**src/rtl/octane_regmap_pkg.sv**
```systemverilog
// Register-map definitions shared by the SPI write path and the synth core:
// field widths, the control register, parameter ids and the decoded write record.
package octane_regmap_pkg;

   localparam int unsigned PARAM_ID_W     = 5;
   localparam int unsigned VOICE_W        = 5;
   localparam int unsigned OP_W           = 3;
   localparam logic [15:0] CTRL_REG_NUM   = 16'h1F00;
   localparam int unsigned CTRL_CLEAR_BIT = 0;

   typedef enum logic [PARAM_ID_W-1:0] {
      PARAM_FREQ        = 5'd0,
      PARAM_DETUNE      = 5'd1,
      PARAM_LEVEL       = 5'd2,
      PARAM_ENV_ATTACK  = 5'd3,
      PARAM_ENV_DECAY   = 5'd4,
      PARAM_ENV_SUSTAIN = 5'd5,
      PARAM_ENV_RELEASE = 5'd6,
      PARAM_FEEDBACK    = 5'd7
   } param_id_e;

   typedef struct packed {
      logic [PARAM_ID_W-1:0] id;
      logic [VOICE_W-1:0]    voice;
      logic [OP_W-1:0]       op;
      logic [15:0]           value;
   } param_write_t;

endpackage

```
**src/rtl/sync_fifo.sv**
```systemverilog
// Show-ahead synchronous FIFO; o_Data presents the head entry whenever not empty.
// A push into a full FIFO is accepted only when a pop frees the slot on the same edge.
module sync_fifo #(
   parameter int unsigned WIDTH = 8,
   parameter int unsigned DEPTH = 4
) (
   input  logic             i_Clock,
   input  logic             i_Reset_n,
   input  logic             i_Push,
   input  logic [WIDTH-1:0] i_Data,
   input  logic             i_Pop,
   output logic [WIDTH-1:0] o_Data,
   output logic             o_Full,
   output logic             o_Empty
);

   localparam int unsigned AW = $clog2(DEPTH);

   logic [WIDTH-1:0] r_Mem [DEPTH];
   logic [AW:0]      r_WrPtr;
   logic [AW:0]      r_RdPtr;
   logic             w_DoPush;
   logic             w_DoPop;

   // Extra pointer bit distinguishes full from empty when the indices match.
   assign o_Empty  = (r_WrPtr == r_RdPtr);
   assign o_Full   = (r_WrPtr[AW-1:0] == r_RdPtr[AW-1:0]) && (r_WrPtr[AW] != r_RdPtr[AW]);
   assign w_DoPop  = i_Pop && !o_Empty;
   assign w_DoPush = i_Push && (!o_Full || w_DoPop);
   assign o_Data   = r_Mem[r_RdPtr[AW-1:0]];

   always_ff @(posedge i_Clock) begin
      if (!i_Reset_n) begin
         r_WrPtr <= '0;
         r_RdPtr <= '0;
      end else begin
         if (w_DoPush) r_WrPtr <= r_WrPtr + 1'b1;
         if (w_DoPop)  r_RdPtr <= r_RdPtr + 1'b1;
      end
   end

   always_ff @(posedge i_Clock) begin
      if (w_DoPush) r_Mem[r_WrPtr[AW-1:0]] <= i_Data;
   end

endmodule

```
**src/rtl/register_write_router.sv**
```systemverilog
// Turns level-style SPI register writes into single decoded events, buffers them,
// and hands them to the core's parameter RAM over valid/ready. Errors are tallied locally.
module register_write_router
   import octane_regmap_pkg::*;
#(
   parameter int unsigned FIFO_DEPTH    = 4,
   parameter int unsigned NUM_OPERATORS = 6,
   parameter int unsigned NUM_PARAMS    = 8
) (
   input  logic                  i_Clock,
   input  logic                  i_Reset_n,
   input  logic                  i_RegisterWriteEnable,
   input  logic [15:0]           i_RegisterWriteNumber,
   input  logic [15:0]           i_RegisterWriteValue,
   output logic                  o_ParamValid,
   input  logic                  i_ParamReady,
   output logic [PARAM_ID_W-1:0] o_ParamId,
   output logic [VOICE_W-1:0]    o_Voice,
   output logic [OP_W-1:0]       o_Operator,
   output logic [15:0]           o_ParamValue,
   output logic [7:0]            o_InvalidCount,
   output logic                  o_Overflow
);

   logic         r_EnableLast;
   logic [7:0]   r_InvalidCount;
   logic         r_Overflow;
   param_write_t r_LastOut;

   param_write_t w_Decoded;
   param_write_t w_Head;
   param_write_t w_Out;
   logic         w_Event;
   logic         w_IsCtrl;
   logic         w_IsValid;
   logic         w_IsInvalid;
   logic         w_Clear;
   logic         w_Pop;
   logic         w_PushReq;
   logic         w_Drop;
   logic         w_Full;
   logic         w_Empty;

   assign w_Event = i_RegisterWriteEnable && !r_EnableLast;

   assign w_Decoded.id    = i_RegisterWriteNumber[12:8];
   assign w_Decoded.voice = i_RegisterWriteNumber[7:3];
   assign w_Decoded.op    = i_RegisterWriteNumber[2:0];
   assign w_Decoded.value = i_RegisterWriteValue;

   assign w_IsCtrl    = (i_RegisterWriteNumber == CTRL_REG_NUM);
   assign w_IsValid   = (i_RegisterWriteNumber[15:13] == 3'b000)
                     && (32'(w_Decoded.id) < NUM_PARAMS)
                     && (32'(w_Decoded.op) < NUM_OPERATORS);
   assign w_IsInvalid = w_Event && !w_IsValid && !w_IsCtrl;
   assign w_Clear     = w_Event && w_IsCtrl && i_RegisterWriteValue[CTRL_CLEAR_BIT];

   assign w_Pop     = !w_Empty && i_ParamReady;
   assign w_PushReq = w_Event && w_IsValid;
   assign w_Drop    = w_PushReq && w_Full && !w_Pop;

   sync_fifo #(
      .WIDTH ($bits(param_write_t)),
      .DEPTH (FIFO_DEPTH)
   ) u_fifo (
      .i_Clock   (i_Clock),
      .i_Reset_n (i_Reset_n),
      .i_Push    (w_PushReq),
      .i_Data    (w_Decoded),
      .i_Pop     (w_Pop),
      .o_Data    (w_Head),
      .o_Full    (w_Full),
      .o_Empty   (w_Empty)
   );

   // Enable-last resets high so a command already held at reset release is ignored.
   always_ff @(posedge i_Clock) begin
      if (!i_Reset_n) begin
         r_EnableLast   <= 1'b1;
         r_InvalidCount <= '0;
         r_Overflow     <= 1'b0;
         r_LastOut      <= '0;
      end else begin
         r_EnableLast <= i_RegisterWriteEnable;
         if (w_Pop) r_LastOut <= w_Head;
         if (w_Clear) begin
            r_InvalidCount <= '0;
            r_Overflow     <= 1'b0;
         end else begin
            if (w_IsInvalid && (r_InvalidCount != 8'hFF)) r_InvalidCount <= r_InvalidCount + 8'd1;
            if (w_Drop) r_Overflow <= 1'b1;
         end
      end
   end

   // Once drained, keep presenting the last handed-off write rather than stale RAM.
   assign w_Out          = w_Empty ? r_LastOut : w_Head;
   assign o_ParamValid   = !w_Empty;
   assign o_ParamId      = w_Out.id;
   assign o_Voice        = w_Out.voice;
   assign o_Operator     = w_Out.op;
   assign o_ParamValue   = w_Out.value;
   assign o_InvalidCount = r_InvalidCount;
   assign o_Overflow     = r_Overflow;

endmodule

```
**config.mk**
```make
export PLATFORM = sky130hd
export DESIGN_NAME = register_write_router
export DESIGN_NICKNAME = d
export VERILOG_FILES = /design/src/rtl/octane_regmap_pkg.sv /design/src/rtl/sync_fifo.sv /design/src/rtl/register_write_router.sv
export SDC_FILE = /design/constraint.sdc
export NUM_CORES = 1
export LEC_CHECK = 0
export BUFFER_PORTS_ARGS = -buffer_cell sky130_fd_sc_hd__buf_2
export CAP_MARGIN = 20
export CORE_MARGIN = 2
export CORE_UTILIZATION = 33
export CTS_CLUSTER_SIZE = 30
export DETAILED_ROUTE_END_ITERATION = 7
export GPL_ROUTABILITY_DRIVEN = 1
export PLACE_DENSITY = 0.58
export SYNTH_ARGS = -nofsm -noshare
export SYNTH_HDL_FRONTEND = slang
export SYNTH_HIERARCHICAL = 1
export SYNTH_SLANG_ARGS = --single-unit
```
**constraint.sdc**
```tcl
create_clock -name i_Clock -period 3.35 [get_ports i_Clock]
set_input_delay 0.5025 -clock i_Clock [delete_from_list [all_inputs] [get_ports i_Clock]]
set_output_delay 0.5025 -clock i_Clock [all_outputs]
set_load 0.005 [all_outputs]
```
==> results.cfg <==
[setup_path]
cp_slowest_stage_delay_ps = 410
crit_chain = xnor2_2 -> nand2_1 -> nor2_4 -> buf_4 -> mux2_2 -> buf_2
critPathKind = flip-flop to output port
path_max_fanout = 29
rr_startpoint = u_fifo/r_WrPtr[1]
startpoint = u_fifo/r_WrPtr[1]
worstSetupEndpointType = output port
critPathRequiredTime_ps = 2850
cp-start-kind = flip-flop
critPathSlowestCell = buf_4
worstPathArrival_ps = 2460

[route]
top_layer = met4
wl_per_cell_um = 17.31
wl_met2_mm = 6.864
wl_mm = 13.80
dr_wl_met3_um = 667
route.antenna.remaining_nets = 0
firstDrtPassIters = 4
drcViolationCount = 0
dr.first_iter.drc_count = 221
vias = 3814
vias_per_cell = 4.785
met1_length_mm = 6.038

[placement]
place_inst = 765
hpwl_mm = 9.283
port_buffers = 74
gp_congestion = 0.7790

[synth]
avgSynthCellArea_um2 = 15.37
yosysTopAreaCell = edfxtp_1
syn_area_um2 = 6623
ys_warn_count = 6
yosysMostFrequentCell = edfxtp_1
yosys_register_bits = 163
synth_fp_nets = 473
ys.flop_type = edfxtp_1
synth_area_leaders = edfxtp_1, dfxtp_1, mux4_2
async_flop_share_pct = 0
synth_edf_count = 116
yosys.area.top_type_share_pct = 52.60
yosys-top-cells-count = edfxtp_1, nand2_1, dfxtp_1
syn_inst = 431
yosysSeqAreaShare_pct = 66.81
ys_types = 43

[power]
p_seq_share_pct = 52.1
p_leak_nw = 2.756
p_total_w = 0.004144
intPower_w = 0.003321
p_sw_w = 0.0008230
p_clk_share_pct = 46.1
ir_drop_mv = 0.2929
pwr-share-comb_pct = 1.8
swShare_pct = 19.86
power.density_nw_per_um2 = 519.7

[die]
die-area_um2 = 21220
rows = 51
die_w_um = 145.7
die_h_um = 145.7
initial_utilization_pct = 33.81
core_area_um2 = 19590
ios = 75

[timing]
hold-worst-slack_ps = 278.8
skew_ps = 11.23
tns_ps = 0
rsz0062_at_grt = false
worst_pin_slew_ps = 616.8
hold_viol_final = 0
maxSlewHeadroom_pct = 58.57
period_needed_ps = 2965
max_freq_mhz = 337.2
post-route-period-util_pct = 88.52
setup_violations = 0
drv_slew = 0

[min_path]
hold_class = primary input to flip-flop
hp-start = i_RegisterWriteEnable

[layout]
fin_cells = 797
drive_gt1_share_pct = 36.65
fillCellCount = 1813
nNetsFinal = 561
multiInputGateArea_um2 = 2074
antennaDiodeCount = 0
area.growth.synth_to_final_pct = 20.40
seq_area_um2 = 4425

[clocking]
clk_latency_ps = 430
postCtsSetupBuffers = 0
cts_inserted_buffers = 17
cts_tree = yes
cts_sinks = 163
clockBufferDepth = 2
root_buffer = clkbuf_16
htreeDepth = 4
clk_pin_slew_ps = 60
cts_resized = 0
hold_buffers = 0

[grt]
grt_pass1_wl_mm = 21.95
grt_max_degree = 31
antenna_found_initial = 0
grt_overflow_total = 0
grt_usage_pct = 13.77
grt_pass1_vias = 4006

[status]
status = completed

[flow_run]
max-cap-violations = 0
## flip-flops by register name, summed over array words and instances, names as in the netlist, named ones only
| name | flops |
|---|---|
| r_LastOut | 29 |
| u_fifo/r_WrPtr | 3 |
| o_InvalidCount | 8 |
| u_fifo/r_Mem | 116 |
| u_fifo/r_RdPtr | 3 |
| r_EnableLast | 1 |
| o_Overflow | 1 |
## per-layer routing
layer,up-vias,global-route usage (%)
li1,1808,-
met1,1903,16.90
met2,87,23.21
met3,16,3.260
met4,0,6.029
met5,-,0
## metrics by stage
| step | setup WS, ps | util, % | cell area, um^2 |
|---|---|---|---|
| CTS | 359.7 | 40.70 | 7974 |
| global route | 240.4 | 40.70 | 7974 |
| global placement | 624.8 | 37.70 | 7385 |
| finish | 384.7 | 40.70 | 7974 |
| floorplan | 525.5 | - | 6623 |
| detailed placement | 578.7 | 37.70 | 7385 |
## critical path: cells and delay by family, from the launching register on
kind,cells,cell delay [ps]
buffers and inverters,2,540
AND/OR/NAND/NOR,2,340
multiplexers,1,390
XOR/XNOR,1,370
flip-flops,1,380
## layout by cell type (no fill, tap or decap), types with 3 or more instances in the layout
| master | count |
|---|---|
| mux4_2 | 29 |
| buf_4 | 14 |
| nand4b_1 | 3 |
| nand2b_1 | 4 |
| a31oi_1 | 3 |
| edfxtp_1 | 116 |
| nand2_1 | 74 |
| ha_1 | 6 |
| clkbuf_16 | 17 |
| buf_2 | 74 |
| clkinvlp_4 | 5 |
| xnor2_1 | 5 |
| dfxtp_1 | 46 |
| nor2_1 | 9 |
| mux2i_1 | 7 |
| and2_1 | 4 |
| a2111oi_0 | 3 |
| inv_1 | 10 |
| a21oi_1 | 29 |
| mux2_2 | 29 |
## power groups by stage
stage	clock (W)	sequential, W	combinational (W)
after CTS	0.00195	0.00216	0.0000749
after global placement	0	0.00220	0.0000707
after global routing	0.00205	0.00216	0.0000821
after detailed placement	0	0.00220	0.0000748
final	0.00191	0.00216	0.0000739
after floorplan	0	0.00220	0.0000245
## cell type report
class | count | area share [%]
inverters | 10 | 0.4707
flip-flops and latches | 163 | 55.50
well taps | 265 | 4.158
clock inverters | 11 | 1.616
multi-input cells | 237 | 26.02
clock buffers | 21 | 5.774
repair buffers | 90 | 6.465
## cells by family after synthesis
kind of cell | share of synthesized area (%)
compound gates | 5.177
buf+inv | 2.154
simple gates | 7.482
mux | 15.85
xor+xnor | 1.398
flops | 66.81
fa+ha+maj | 1.134
## path summary, 6_finish.rpt
path	endpoint	slack (ps)	cells past startpoint
setup / recovery	o_ParamId[3]	380	6
hold / removal	r_EnableLast	280	2
setup reg to reg	u_fifo/r_Mem[0][24]	840	10
hold reg to reg	r_LastOut[21]	450	2
No activity file was read; power rests on OpenSTA's default activity.
